===== config.mk =====
export PLATFORM = sky130hd
export DESIGN_NAME = io_dispatcher
export DESIGN_NICKNAME = d
export VERILOG_FILES = /design/src/rtl/io_dispatcher.sv
export SDC_FILE = /design/constraint.sdc
export NUM_CORES = 1
export LEC_CHECK = 0
export CORE_MARGIN = 1
export CORE_UTILIZATION = 49
export DETAILED_ROUTE_END_ITERATION = 6
export GPL_ROUTABILITY_DRIVEN = 0
export GPL_TIMING_DRIVEN = 0
export PLACE_DENSITY_LB_ADDON = 0.12
export SLEW_MARGIN = 20
export SYNTH_ARGS = -nofsm -noshare
export SYNTH_HDL_FRONTEND = slang
export SYNTH_SLANG_ARGS = --single-unit

===== constraint.sdc =====
create_clock -name clock -period 5.1 [get_ports clock]
set_clock_uncertainty 0.1 [all_clocks]
set_input_delay 0.765 -clock clock [delete_from_list [all_inputs] [get_ports clock]]
set_output_delay 0.765 -clock clock [all_outputs]
set_load 0.005 [all_outputs]

===== src/rtl/io_dispatcher.sv =====
// Syscall dispatcher: decodes a code from acc and runs a four-phase read/write
// handshake on one of NCHAN device channels, reporting completion, errors and halt.
//
// state   | meaning
// --------+-----------------------------------------------------------
// S_IDLE  | waiting for runio; decodes acc when it is sampled
// S_REQ   | strobe on the selected channel, waiting for ioack or timeout
// S_REL   | strobe dropped, waiting for the selected ioack to fall
// S_HALT  | absorbing halt until reset
module io_dispatcher #(
  parameter int WIDTH   = 16,
  parameter int NCHAN   = 2,
  parameter int TIMEOUT = 255,
  parameter int CW      = (NCHAN > 1) ? $clog2(NCHAN) : 1
) (
  input  logic             clock,
  input  logic             reset,
  input  logic             runio,
  input  logic [WIDTH-1:0] acc,
  input  logic [NCHAN-1:0] ioack,
  output logic [NCHAN-1:0] io_read,
  output logic [NCHAN-1:0] io_write,
  output logic             acc_write,
  output logic [CW-1:0]    chan_sel,
  output logic             iobusy,
  output logic             err,
  output logic [1:0]       err_code,
  output logic             halted
);

  localparam int CNTW = (TIMEOUT > 1) ? $clog2(TIMEOUT) : 1;
  localparam logic [CNTW-1:0]  TO_LAST  = CNTW'((TIMEOUT > 0) ? TIMEOUT - 1 : 0);
  localparam logic [WIDTH-1:0] MAX_CODE = WIDTH'(2 * NCHAN);

  typedef enum logic [1:0] {S_IDLE, S_REQ, S_REL, S_HALT} state_t;

  state_t          state_q, state_d;
  logic            rd_q, rd_d;
  logic [CW-1:0]   chan_q, chan_d;
  logic [CNTW-1:0] cnt_q, cnt_d;
  logic            done_q, done_d;
  logic            err_q, err_d;
  logic [1:0]      err_code_q, err_code_d;

  logic             sel_ack;
  logic             code_legal;
  logic             timeout_hit;
  logic [WIDTH-1:0] acc_m1;

  assign sel_ack     = ioack[chan_q];
  assign acc_m1      = acc - WIDTH'(1);
  assign code_legal  = (acc != '0) && (acc <= MAX_CODE);
  assign timeout_hit = (TIMEOUT != 0) && (cnt_q == TO_LAST);

  always_ff @(posedge clock) begin
    if (reset) begin
      state_q    <= S_IDLE;
      rd_q       <= 1'b0;
      chan_q     <= '0;
      cnt_q      <= '0;
      done_q     <= 1'b0;
      err_q      <= 1'b0;
      err_code_q <= 2'b00;
    end else begin
      state_q    <= state_d;
      rd_q       <= rd_d;
      chan_q     <= chan_d;
      cnt_q      <= cnt_d;
      done_q     <= done_d;
      err_q      <= err_d;
      err_code_q <= err_code_d;
    end
  end

  always_comb begin
    state_d    = state_q;
    rd_d       = rd_q;
    chan_d     = chan_q;
    cnt_d      = cnt_q;
    done_d     = 1'b0;
    err_d      = 1'b0;
    err_code_d = err_code_q;
    case (state_q)
      S_IDLE: begin
        if (runio) begin
          err_code_d = 2'b00;
          rd_d       = acc[0];
          chan_d     = code_legal ? CW'(acc_m1 >> 1) : '0;
          if (acc == '0) begin
            state_d = S_HALT;
          end else if (code_legal) begin
            state_d = S_REQ;
            cnt_d   = '0;
          end else begin
            // illegal codes complete straight from IDLE without a handshake
            done_d     = 1'b1;
            err_d      = 1'b1;
            err_code_d = 2'b01;
          end
        end
      end
      S_REQ: begin
        if (sel_ack) begin
          state_d = S_REL;
          done_d  = 1'b1;
        end else if (timeout_hit) begin
          state_d    = S_REL;
          done_d     = 1'b1;
          err_d      = 1'b1;
          err_code_d = 2'b10;
        end else begin
          cnt_d = cnt_q + CNTW'(1);
        end
      end
      S_REL: begin
        if (!sel_ack) state_d = S_IDLE;
      end
      default: state_d = S_HALT;
    endcase
  end

  always_comb begin
    io_read   = '0;
    io_write  = '0;
    acc_write = 1'b0;
    if (state_q == S_REQ) begin
      if (rd_q) io_read  = NCHAN'(1) << chan_q;
      else      io_write = NCHAN'(1) << chan_q;
      acc_write = rd_q & sel_ack;
    end
  end

  assign chan_sel = chan_q;
  assign iobusy   = ~done_q;
  assign err      = err_q;
  assign err_code = err_code_q;
  assign halted   = (state_q == S_HALT);

endmodule


After elaboration in Yosys (flattened, before gate mapping). Index checks and enable logic that the tools add are counted.

Output and inout port bits: 11. Word-level logic and storage cells: 70. Register bits after elaboration: 16.

Bitwise logic cells: 2. $lt $le $gt $ge: 2. Reductions and logical operators: 9. Multiplexer cells: 34. Shift-type cells: 1. Equality and inequality tests: 13. Add/sub/neg operators: 2.

Operators by type and width (number): $mux 8 (5); $mux 2 (12); $le 16x3->1 const B (1); $logic_not 16->1 (1); $pmux 8 s2 (1); $reduce_bool 16->1 (1); $ne 2x2->1 const B (7); $mux 1 (12); $add 8x1->8 const B (1); $eq 8x8->1 const B (1); $reduce_and 4->1 (2); $ne 3x3->1 const B (2); $pmux 2 s3 (1); $reduce_and 6->1 (1); $eq 2x2->1 const B (2); $pmux 1 s2 (2); $pmux 2 s2 (1); $eq 2x1->1 const B (1); $logic_not 2->1 (1); $lt 1x2->1 const B (1); $reduce_and 2->1 (1); $reduce_bool 2->1 (1); $shl 1x1->2 const A (1); $sub 2x1->2 const B (1); other kinds (3) (3).

Logic depth before layout (Yosys ltp). Gate-level depths: netlist of run 1.

Depth in word-level cells: 6. Gate-level depth with buffers: 9. Mapped depth without buffers: 7.

Least setup slack after synthesis of run 1. No wires, ideal clock.

Kind: in2reg. Start point: in acc[5]. End point: reg cnt_q[7]. Data arrival time: 2.035 ns. Path slack: 2.834 ns. Setup time: 0.131 ns. Cell stages on the path: 6. Required time: 4.869 ns. Cell sequence: nor4_1 > nand4_1 > o21ai_0 > clkbuf_1 > a311o_1 > o41ai_2.

Cells in the longest elaborated chain, start to end: 4. Elaborated cells on any way between the ends: 7. Those cells by class: order compare: 1; eq/ne: 2; reduce/logical: 4.

RTL lines: start: declaration (RTL line 19) `input logic [WIDTH-1:0] acc,`; $le 16x3->1 or $reduce_bool 16->1 (tied branches) (RTL line 52) `assign code_legal = (acc != '0) && (acc <= MAX_CODE);`; $logic_and 1x1->1 (RTL line 52); $ne 2x2->1 (no source line); $reduce_and 6->1 (no source line) *; end signal: assignment (RTL line 68) `cnt_q <= cnt_d;`; end: declaration (RTL line 40) `logic [CNTW-1:0] cnt_q, cnt_d;`.

Every way passes the cells marked *; elsewhere a longest branch is shown, timed or not. A chain may end at the register's enable or synchronous reset.

Final worst setup path of run 1.
Start point: reg state_q[0]. End point: out acc_write.

Cells in the longest elaborated chain, start to end: 2.

RTL lines: start: declaration (RTL line 37) `state_t state_q, state_d;`; start signal: assignment (RTL line 65) `state_q <= state_d;`; $eq 2x1->1 (RTL line 126) `if (state_q == S_REQ) begin`; $mux 1 (RTL line 126); end: declaration (RTL line 23) `output logic acc_write,`.

No other way between the ends.

==> reports/metrics.yaml, run 1 <==
worst_setup_path:
  crit_path_top_delay_cell: "clkdlybuf4s50_1"
  path_depth: 6
  r2r-end: "cnt_q[7]$_SDFFE_PP0P_"
  crit_family: "buffers and inverters"
  crit_type: "reg2out"
  start_kind: "register"
  path_cells: "ha_1 > clkbuf_1 > clkbuf_1 > nand2_1 > nor2_1 > clkdlybuf4s50_1"
  worst_setup_path_end_kind: "output pin"
  cp_max_fo: 10
  max_stage_delay_ps: 500
  cp.required_ps: 4240
  reg2reg_depth: 7
  path_common_cell: "clkbuf_1"
  reg2reg_from: "state_q[0]$_SDFFE_PP0P_"
  worstPathArrival_ps: 2390
  cp_num_buf_inv: 3
  reg2reg_setup_slack_ps: 2860
synthesis:
  synth_cells: 129
  ys_ff_latch: 16
  syn_avg_cell_area_um2: 8.15
  synth-main-ff-cell: "dfxtp_1"
  yosysWarnings: 0
  syn_area_um2: 1050
  yosysUniqueCellTypes: 34
  yosysTopAreaCellShare: 0.305
  synth_top_area_cell: "dfxtp_1"
  syn_nets: 157
  async_flop_share: 0
  synth-seq-area-share: 0.305
  synth.area.top_cells: "dfxtp_1 30%, ha_1 8.3%, inv_1 5.7%"
  synth_edf_count: 0
cts:
  path_clk_slew_ps: 90
  cts_hold_buf: 0
  cts_resized: 0
  cts.path.max_buffers: 2
  cts_buffers: 3
  cts_tree: "built"
  cts_setup_buffers: 0
  htree_levels: 1
  cts-root-buf: "clkbuf_4"
  clk_latency_ps: 280
  cts.sink_count: 16
run:
  maxCapViolations: 0
grt:
  grt_max_degree: 11
  grtUsageTotal: 0.227
  antenna_found_initial: 0
  grt_pass1_vias: 1002
  grt-ovfl-total: 0
  grt_pass1_wl_um: 4190
die:
  initial_utilization: 0.530
  die_h_um: 48.3
  io_pins: 32
  rows: 16
  die_w_um: 48.3
  design.die.area_um2: 2330
  core_region_area_um2: 1980
timing:
  hold_viol: 0
  tns_ps: 0
  slew_viol_final: 0
  fmax_mhz: 307
  fin_hold_ws_ps: 384
  rsz0062_at_grt: "no"
  period_share: 0.639
  period_needed_ps: 3260
  setup_violations: 0
  tightest_slew_ps: 478
  slew_headroom: 0.681
pwr:
  power_frac_comb: 0.350
  power_mw: 0.310
  switching_share: 0.330
  p_int_mw: 0.207
  p_clk_frac: 0.211
  ir_drop_v: 0.000145
  power.density_nw_per_um2: 218
  p_sw_mw: 0.102
  pwr-share-seq: 0.438
  power.leakage_nw: 0.503
min_path:
  hold_start: "cnt_q[5]$_SDFFE_PP0P_"
  hold_depth: 1
  hold_class: "reg2reg"
  hold_end: "cnt_q[5]$_SDFFE_PP0P_"
place:
  dp_hpwl_um: 1900
  portBuffers: 31
outcome:
  outcome: "completed"
route:
  viasPerCell: 5.73
  routedWlPerCell_um: 12.9
  drtPass1Iterations: 4
  vias: 1089
  drt_iter0_drc: 13
  routed_wl_um: 2450
  ant_nets: 0
  drcViolationCount: 0
final_layout:
  nets: 193
  drive_above_1_share: 0.0736
  area_growth_syn_to_layout_pct: 34.9
  n_antenna_cell: 0
  final_util: 0.715
  final.fill_count: 164
==> final cells by class <==
class,count,area [um2],area share
tap,27,33.8,0.0238
multi-input combinational,90,633,0.447
timing repair buffer,31,310,0.219
clock buffer,3,22.5,0.0159
inverter,16,60.1,0.0424
buffer,7,37.5,0.0265
sequential,16,320,0.226
==> sequential cells by signal, summed over array words and instances, names as in the netlist <==
| name | count |
|---|---|
| chan_sel | 1 |
| cnt_q | 8 |
| done_q | 1 |
| err | 1 |
| err_code | 2 |
| rd_q | 1 |
| state_q | 2 |
==> kinds of logic after synthesis <==
group,after synthesis,synth area share
AO/OA/AOI/OAI,36,0.271
adder cells (fa/ha/maj),7,0.0833
AND/OR/NAND/NOR,44,0.215
flip-flops,16,0.305
buffers and inverters,23,0.0929
multiplexers,2,0.0238
XOR/XNOR,1,0.00833
==> cells in the final DEF, fill, tap and decap left out, types with 2 or more instances in the layout <==
cell type,count
clkdlybuf4s50_1,31
inv_1,16
dfxtp_1,16
nand2_1,11
a21oi_1,9
nor2_1,8
ha_1,7
clkbuf_1,5
nor3_1,5
nand4_1,5
o21ai_0,5
a311o_1,5
nand3_1,4
nor4_1,3
o31ai_1,3
clkbuf_4,3
and3_1,2
nor2b_1,2
and4_1,2
o41ai_1,2
a211o_1,2
o41ai_2,2
a311oi_1,2
==> stage by stage <==
step / instance area [um2] / cells / worst slack [ps]
6_report: 1420 / 190 / 1840
5_1_grt: 1420 / 190 / 1560
4_1_cts: 1420 / 190 / 1840
3_5_place_dp: 1400 / 187 / 2080
3_3_place_gp: 1400 / 187 / 2180
2_1_floorplan: 1050 / 129 / 2830
==> worst register-to-register path: cells and delay by family, from the launching register on <==
kind                     cells  cell delay, ps
AND/OR/NAND/NOR              2             290
AO/OA/AOI/OAI                3             790
flip-flops                   1             410
adder cells (fa/ha/maj)      1             170
buffers and inverters        1             380
==> synth_stat cells, types with 2 or more instances <==
cell / instances
nor2b_1: 2
dfxtp_1: 16
a211o_1: 2
and4_1: 2
o41ai_2: 2
o21ai_0: 5
a21oi_1: 9
a311o_1: 5
o41ai_1: 2
nor2_1: 8
a311oi_1: 2
nand2_1: 11
o31ai_1: 3
and3_1: 2
inv_1: 16
ha_1: 7
nand4_1: 5
nor4_1: 3
nand3_1: 4
nor3_1: 5
clkbuf_1: 5
==> per-layer routing <==
metal  global-route usage  vias up  wire length, um
met3               0.0346        9              134
met5                    0        -                0
met2                0.408       43             1150
li1                     -      543                -
met1                0.263      494             1100
met4                0.103        0               70
==> worst max path at each step <==
stage                                  startpoint               endpoint  slack, ps
final                     state_q[0]$_SDFFE_PP0P_              acc_write       1840
after global routing      state_q[0]$_SDFFE_PP0P_              acc_write       1560
after CTS                 state_q[1]$_SDFFE_PP0P_              acc_write       1840
after detailed placement                   acc[8]  cnt_q[7]$_SDFFE_PP0P_       2080
after global placement                     acc[5]  cnt_q[7]$_SDFFE_PP0P_       2180
after floorplan                            acc[5]  cnt_q[7]$_SDFFE_PP0P_       2830
==> power groups by stage <==
stage | Combinational, mW | Clock (mW) | Sequential [mW]
floorplan | 0.0659 | 0 | 0.138
global placement | 0.104 | 0 | 0.138
detailed placement | 0.108 | 0 | 0.139
CTS | 0.108 | 0.0668 | 0.136
global route | 0.121 | 0.0742 | 0.137
finish | 0.108 | 0.0654 | 0.136
(Power assumes the default switching activity.)
==> run 2, diff against run 1 <==
--- a/config.mk
+++ b/config.mk
@@ -6,7 +6,7 @@
 export NUM_CORES = 1
 export LEC_CHECK = 0
 export CORE_MARGIN = 1
-export CORE_UTILIZATION = 49
+export CORE_UTILIZATION = 46
 export DETAILED_ROUTE_END_ITERATION = 6
 export GPL_ROUTABILITY_DRIVEN = 0
 export GPL_TIMING_DRIVEN = 0
==> constraint.sdc (replaced) <==
create_clock -name clock -period 3.1 [get_ports clock]
set_clock_uncertainty 0.1 [all_clocks]
set_input_delay 0.465 -clock clock [delete_from_list [all_inputs] [get_ports clock]]
set_output_delay 0.465 -clock clock [all_outputs]
set_load 0.005 [all_outputs]
==> reports/metrics.yaml, run 2 (synthesized netlist as in run 1, its figures left out) <==
outcome:
  outcome: "completed"
timing:
  fmax_mhz: 349
  setup_violations: 0
  period_share: 0.923
  fin_hold_ws_ps: 387
  period_needed_ps: 2860
  hold_viol: 0
  slew_headroom: 0.665
  tightest_slew_ps: 502
  tns_ps: 0
  slew_viol_final: 0
  finalWorstSetupSlack_ps: 238
  rsz0062_at_grt: "no"
die:
  core_region_area_um2: 2060
  rows: 16
  initial_utilization: 0.510
  io_pins: 32
  die_w_um: 49.8
  design.die.area_um2: 2480
  die_h_um: 49.8
worst_setup_path:
  worst_setup_path_end_kind: "output pin"
  cp.required_ps: 2530
  cp_max_fo: 10
  worstPathArrival_ps: 2300
  crit_type: "reg2out"
  start_kind: "register"
route:
  viasPerCell: 5.57
  routedWlPerCell_um: 13.4
  drcViolationCount: 0
  ant_nets: 0
  vias: 1063
  routed_wl_um: 2570
  drtPass1Iterations: 4
  drt_iter0_drc: 31
final_layout:
  n_antenna_cell: 0
  final_cell_mix: "31 x clkdlybuf4s50_1, 16 x inv_1, 16 x dfxtp_1, 11 x nand2_1, 9 x a21oi_1"
  largest_reg_flops: 8
  mostFrequentLayoutCell: "clkdlybuf4s50_1"
  final_cells: 191
  area_growth_syn_to_layout_pct: 36.3
  drive_above_1_share: 0.0854
  nets: 193
  largest-register: "cnt_q"
  postLayoutCellArea_um2: 1430
pwr:
  power.density_nw_per_um2: 381
  p_int_mw: 0.368
  p_sw_mw: 0.178
  power.leakage_nw: 0.514
  pwr-share-seq: 0.409
  ir_drop_v: 0.000277
  p_clk_frac: 0.261
  switching_share: 0.326
  power_frac_comb: 0.330
run:
  maxCapViolations: 0
place:
  place_ws_ps: 402
  portBuffers: 31
  place_area_um2: 1400
  post-place-cells: 187
  dp_hpwl_um: 1950
cts:
  cts-root-buf: "clkbuf_4"
  cts_tree: "built"
  cts_buffers: 3
  path_clk_slew_ps: 100
  cts_setup_buffers: 0
  cts_hold_buf: 0
  cts.path.max_buffers: 2
  htree_levels: 1
  clk_latency_ps: 290
  cts.sink_count: 16
  cts_resized: 0
grt:
  antenna_found_initial: 0
  grt_max_degree: 11
  grt_pass1_vias: 898
  grt_pass1_wl_um: 4080
  grt-ovfl-total: 0
  grtUsageTotal: 0.214
min_path:
  hold_class: "reg2reg"
==> run 2: per-stage QoR <==
| stage | power (mW) | utilization |
|---|---|---|
| after floorplan | 0.335 | - |
| after global placement | 0.398 | 0.677 |
| after CTS | 0.545 | 0.694 |
| after detailed placement | 0.404 | 0.677 |
| after global routing | 0.573 | 0.695 |
| final | 0.546 | 0.695 |
==> run 2: final cells by class <==
type / count / area, um2
Clock buffer: 4 / 36.3
Tap cell: 27 / 33.8
Fill cell: 168 / 629
Buffer: 7 / 38.8
Sequential cell: 16 / 320
Inverter: 16 / 60.1
Timing Repair Buffer: 31 / 310
Multi-Input combinational cell: 90 / 633
==> run 2: layer usage <==
| layer | GRT usage | vias up | wire length, um |
|---|---|---|---|
| met3 | 0.0278 | 2 | 68 |
| met5 | 0 | - | 0 |
| li1 | - | 544 | - |
| met4 | 0.0714 | 0 | 21 |
| met2 | 0.322 | 18 | 1190 |
| met1 | 0.311 | 499 | 1280 |
==> run 2: power by group through the flow <==
stage                     clock network (mW)  logic [mW]  registers (mW)
after floorplan                            0       0.108           0.227
after global placement                     0       0.171           0.227
after detailed placement                   0       0.176           0.228
after CTS                              0.145       0.177           0.223
after global routing                   0.154       0.195           0.225
final                                  0.142       0.180           0.223
==> run 2: worst paths after layout <==
check	startpoint	to	slack, ps	depth (start not counted)
setup / recovery	state_q[1]$_SDFFE_PP0P_	acc_write	240	7
setup reg to reg	state_q[1]$_SDFFE_PP0P_	cnt_q[7]$_SDFFE_PP0P_	890	9
hold / removal	cnt_q[5]$_SDFFE_PP0P_	cnt_q[5]$_SDFFE_PP0P_	390	1
hold reg to reg	cnt_q[5]$_SDFFE_PP0P_	cnt_q[5]$_SDFFE_PP0P_	390	1
==> run 2: critical path, cell delays in order, from the launching register on <==
cell             delay (ps)
dfxtp_1                 350
inv_1                    90
ha_1                    140
clkbuf_1                400
clkbuf_2                320
nand2_1                 100
nor2_1                  110
clkdlybuf4s50_1         510
==> run 3, diff against run 2 <==
--- a/config.mk
+++ b/config.mk
@@ -6,8 +6,9 @@
 export NUM_CORES = 1
 export LEC_CHECK = 0
 export CORE_MARGIN = 1
-export CORE_UTILIZATION = 46
+export CORE_UTILIZATION = 54
 export DETAILED_ROUTE_END_ITERATION = 6
+export DONT_BUFFER_PORTS = 1
 export GPL_ROUTABILITY_DRIVEN = 0
 export GPL_TIMING_DRIVEN = 0
 export PLACE_DENSITY_LB_ADDON = 0.12
==> reports/metrics.yaml, run 3 (synthesized netlist as in run 1, its figures left out) <==
timing:
  finalWorstSetupSlack_ps: 591
  period_share: 0.809
  rsz0062_at_grt: "no"
  hold_viol: 0
  period_needed_ps: 2510
  setup_violations: 0
  tns_ps: 0
  slew_headroom: 0.680
  slew_viol_final: 0
  fmax_mhz: 399
  tightest_slew_ps: 480
route:
  routed_wl_um: 2220
  drt_iter0_drc: 32
  viasPerCell: 6.18
  drcViolationCount: 0
  ant_nets: 0
  vias: 977
  routedWlPerCell_um: 14.1
  drtPass1Iterations: 4
die:
  io_pins: 32
  initial_utilization: 0.589
  design.die.area_um2: 2130
  core_region_area_um2: 1780
  die_h_um: 46.1
  die_w_um: 46.1
  rows: 15
worst_setup_path:
  reg2reg_setup_slack_ps: 930
  crit_type: "reg2out"
  worstPathArrival_ps: 1940
  start_kind: "register"
  reg2reg_depth: 8
  r2r-end: "cnt_q[7]$_SDFFE_PP0P_"
  cp.required_ps: 2530
  worst_setup_path_end_kind: "output pin"
  cp_max_fo: 10
  reg2reg_from: "state_q[1]$_SDFFE_PP0P_"
final_layout:
  drive_above_1_share: 0.0977
  n_antenna_cell: 0
  area_growth_syn_to_layout_pct: 6.43
  ff_latch_area_um2: 320
  multiInputGateArea_um2: 633
  final.fill_count: 169
  largest_reg_flops: 8
  nets: 162
  final_cell_mix: "16 x inv_1, 16 x dfxtp_1, 11 x nand2_1, 9 x a21oi_1, 8 x nor2_1"
  largest-register: "cnt_q"
pwr:
  ir_drop_v: 0.000477
  power.density_nw_per_um2: 449
  power_mw: 0.502
  p_clk_frac: 0.286
  power_frac_comb: 0.269
  pwr-share-seq: 0.445
  switching_share: 0.334
  p_int_mw: 0.334
  p_sw_mw: 0.168
  power.leakage_nw: 0.393
place:
  portBuffers: 0
  place_ws_ps: 904
  dp_hpwl_um: 1660
cts:
  cts_setup_buffers: 0
  cts_buffers: 3
  htree_levels: 1
  cts_resized: 0
  cts.path.max_buffers: 2
  cts_tree: "built"
  cts.sink_count: 16
  cts-root-buf: "clkbuf_4"
  path_clk_slew_ps: 100
  clk_latency_ps: 290
  cts_hold_buf: 0
min_path:
  hold_end: "rd_q$_SDFFE_PP0P_"
  hold_start: "acc[0]"
  hold_class: "in2reg"
  hold_depth: 2
grt:
  grt-ovfl-total: 0
  grt_pass1_vias: 827
  grt_max_degree: 11
  grt_pass1_wl_um: 3550
  antenna_found_initial: 0
  grtUsageTotal: 0.235
outcome:
  outcome: "completed"
run:
  maxCapViolations: 0
==> run 3: cell types whose count changed in the layout (fill, tap and decap cells not counted) <==
cell             delta
clkdlybuf4s50_1    -31
clkbuf_1            +1
clkbuf_2            -1
==> run 3: worst max path at each step <==
stage,cells past startpoint,start,slack [ps],to
after CTS,6,state_q[1]$_SDFFE_PP0P_,590,acc_write
after floorplan,6,acc[5],1130,cnt_q[7]$_SDFFE_PP0P_
after global routing,6,state_q[1]$_SDFFE_PP0P_,380,acc_write
after detailed placement,6,acc[5],900,cnt_q[7]$_SDFFE_PP0P_
final,6,state_q[1]$_SDFFE_PP0P_,590,acc_write
after global placement,6,acc[5],910,cnt_q[7]$_SDFFE_PP0P_
==> run 3: through the flow <==
stage               utilization  hold WS (ps)  instances  instance area [um2]
finish                    0.627           210        158                 1120
global route              0.627           214        158                 1120
CTS                       0.627           203        158                 1120
detailed placement        0.607           363        154                 1080
global placement          0.607           353        154                 1080
floorplan                     -           337        129                 1050
==> run 3: area by class of cell <==
cell class | instances | area share
clock buffer | 4 | 0.0324
multi-input combinational | 90 | 0.566
buffer | 7 | 0.0336
sequential | 16 | 0.286
tap | 25 | 0.0280
inverter | 16 | 0.0537
==> run 3: critical path, stage by stage, from the launching register on <==
cell and delay, ps:
dfxtp_1 350, inv_1 80, ha_1 140, clkbuf_1 380, clkbuf_1 410, nand2_1 130
nor2_1 160
==> run 3: metal layers <==
layer,track usage,part of all wire,up-vias
li1,-,-,482
met3,0.0745,0.064,2
met2,0.349,0.44,29
met5,0,0,-
met1,0.323,0.49,464
met4,0.0706,0.0081,0
==> run 3: power by group through the flow <==
stage / Clock [mW] / Combinational (mW) / Sequential [mW]
global route: 0.155 / 0.151 / 0.225
finish: 0.143 / 0.135 / 0.223
global placement: 0 / 0.130 / 0.228
CTS: 0.147 / 0.135 / 0.223
detailed placement: 0 / 0.134 / 0.228
floorplan: 0 / 0.108 / 0.227
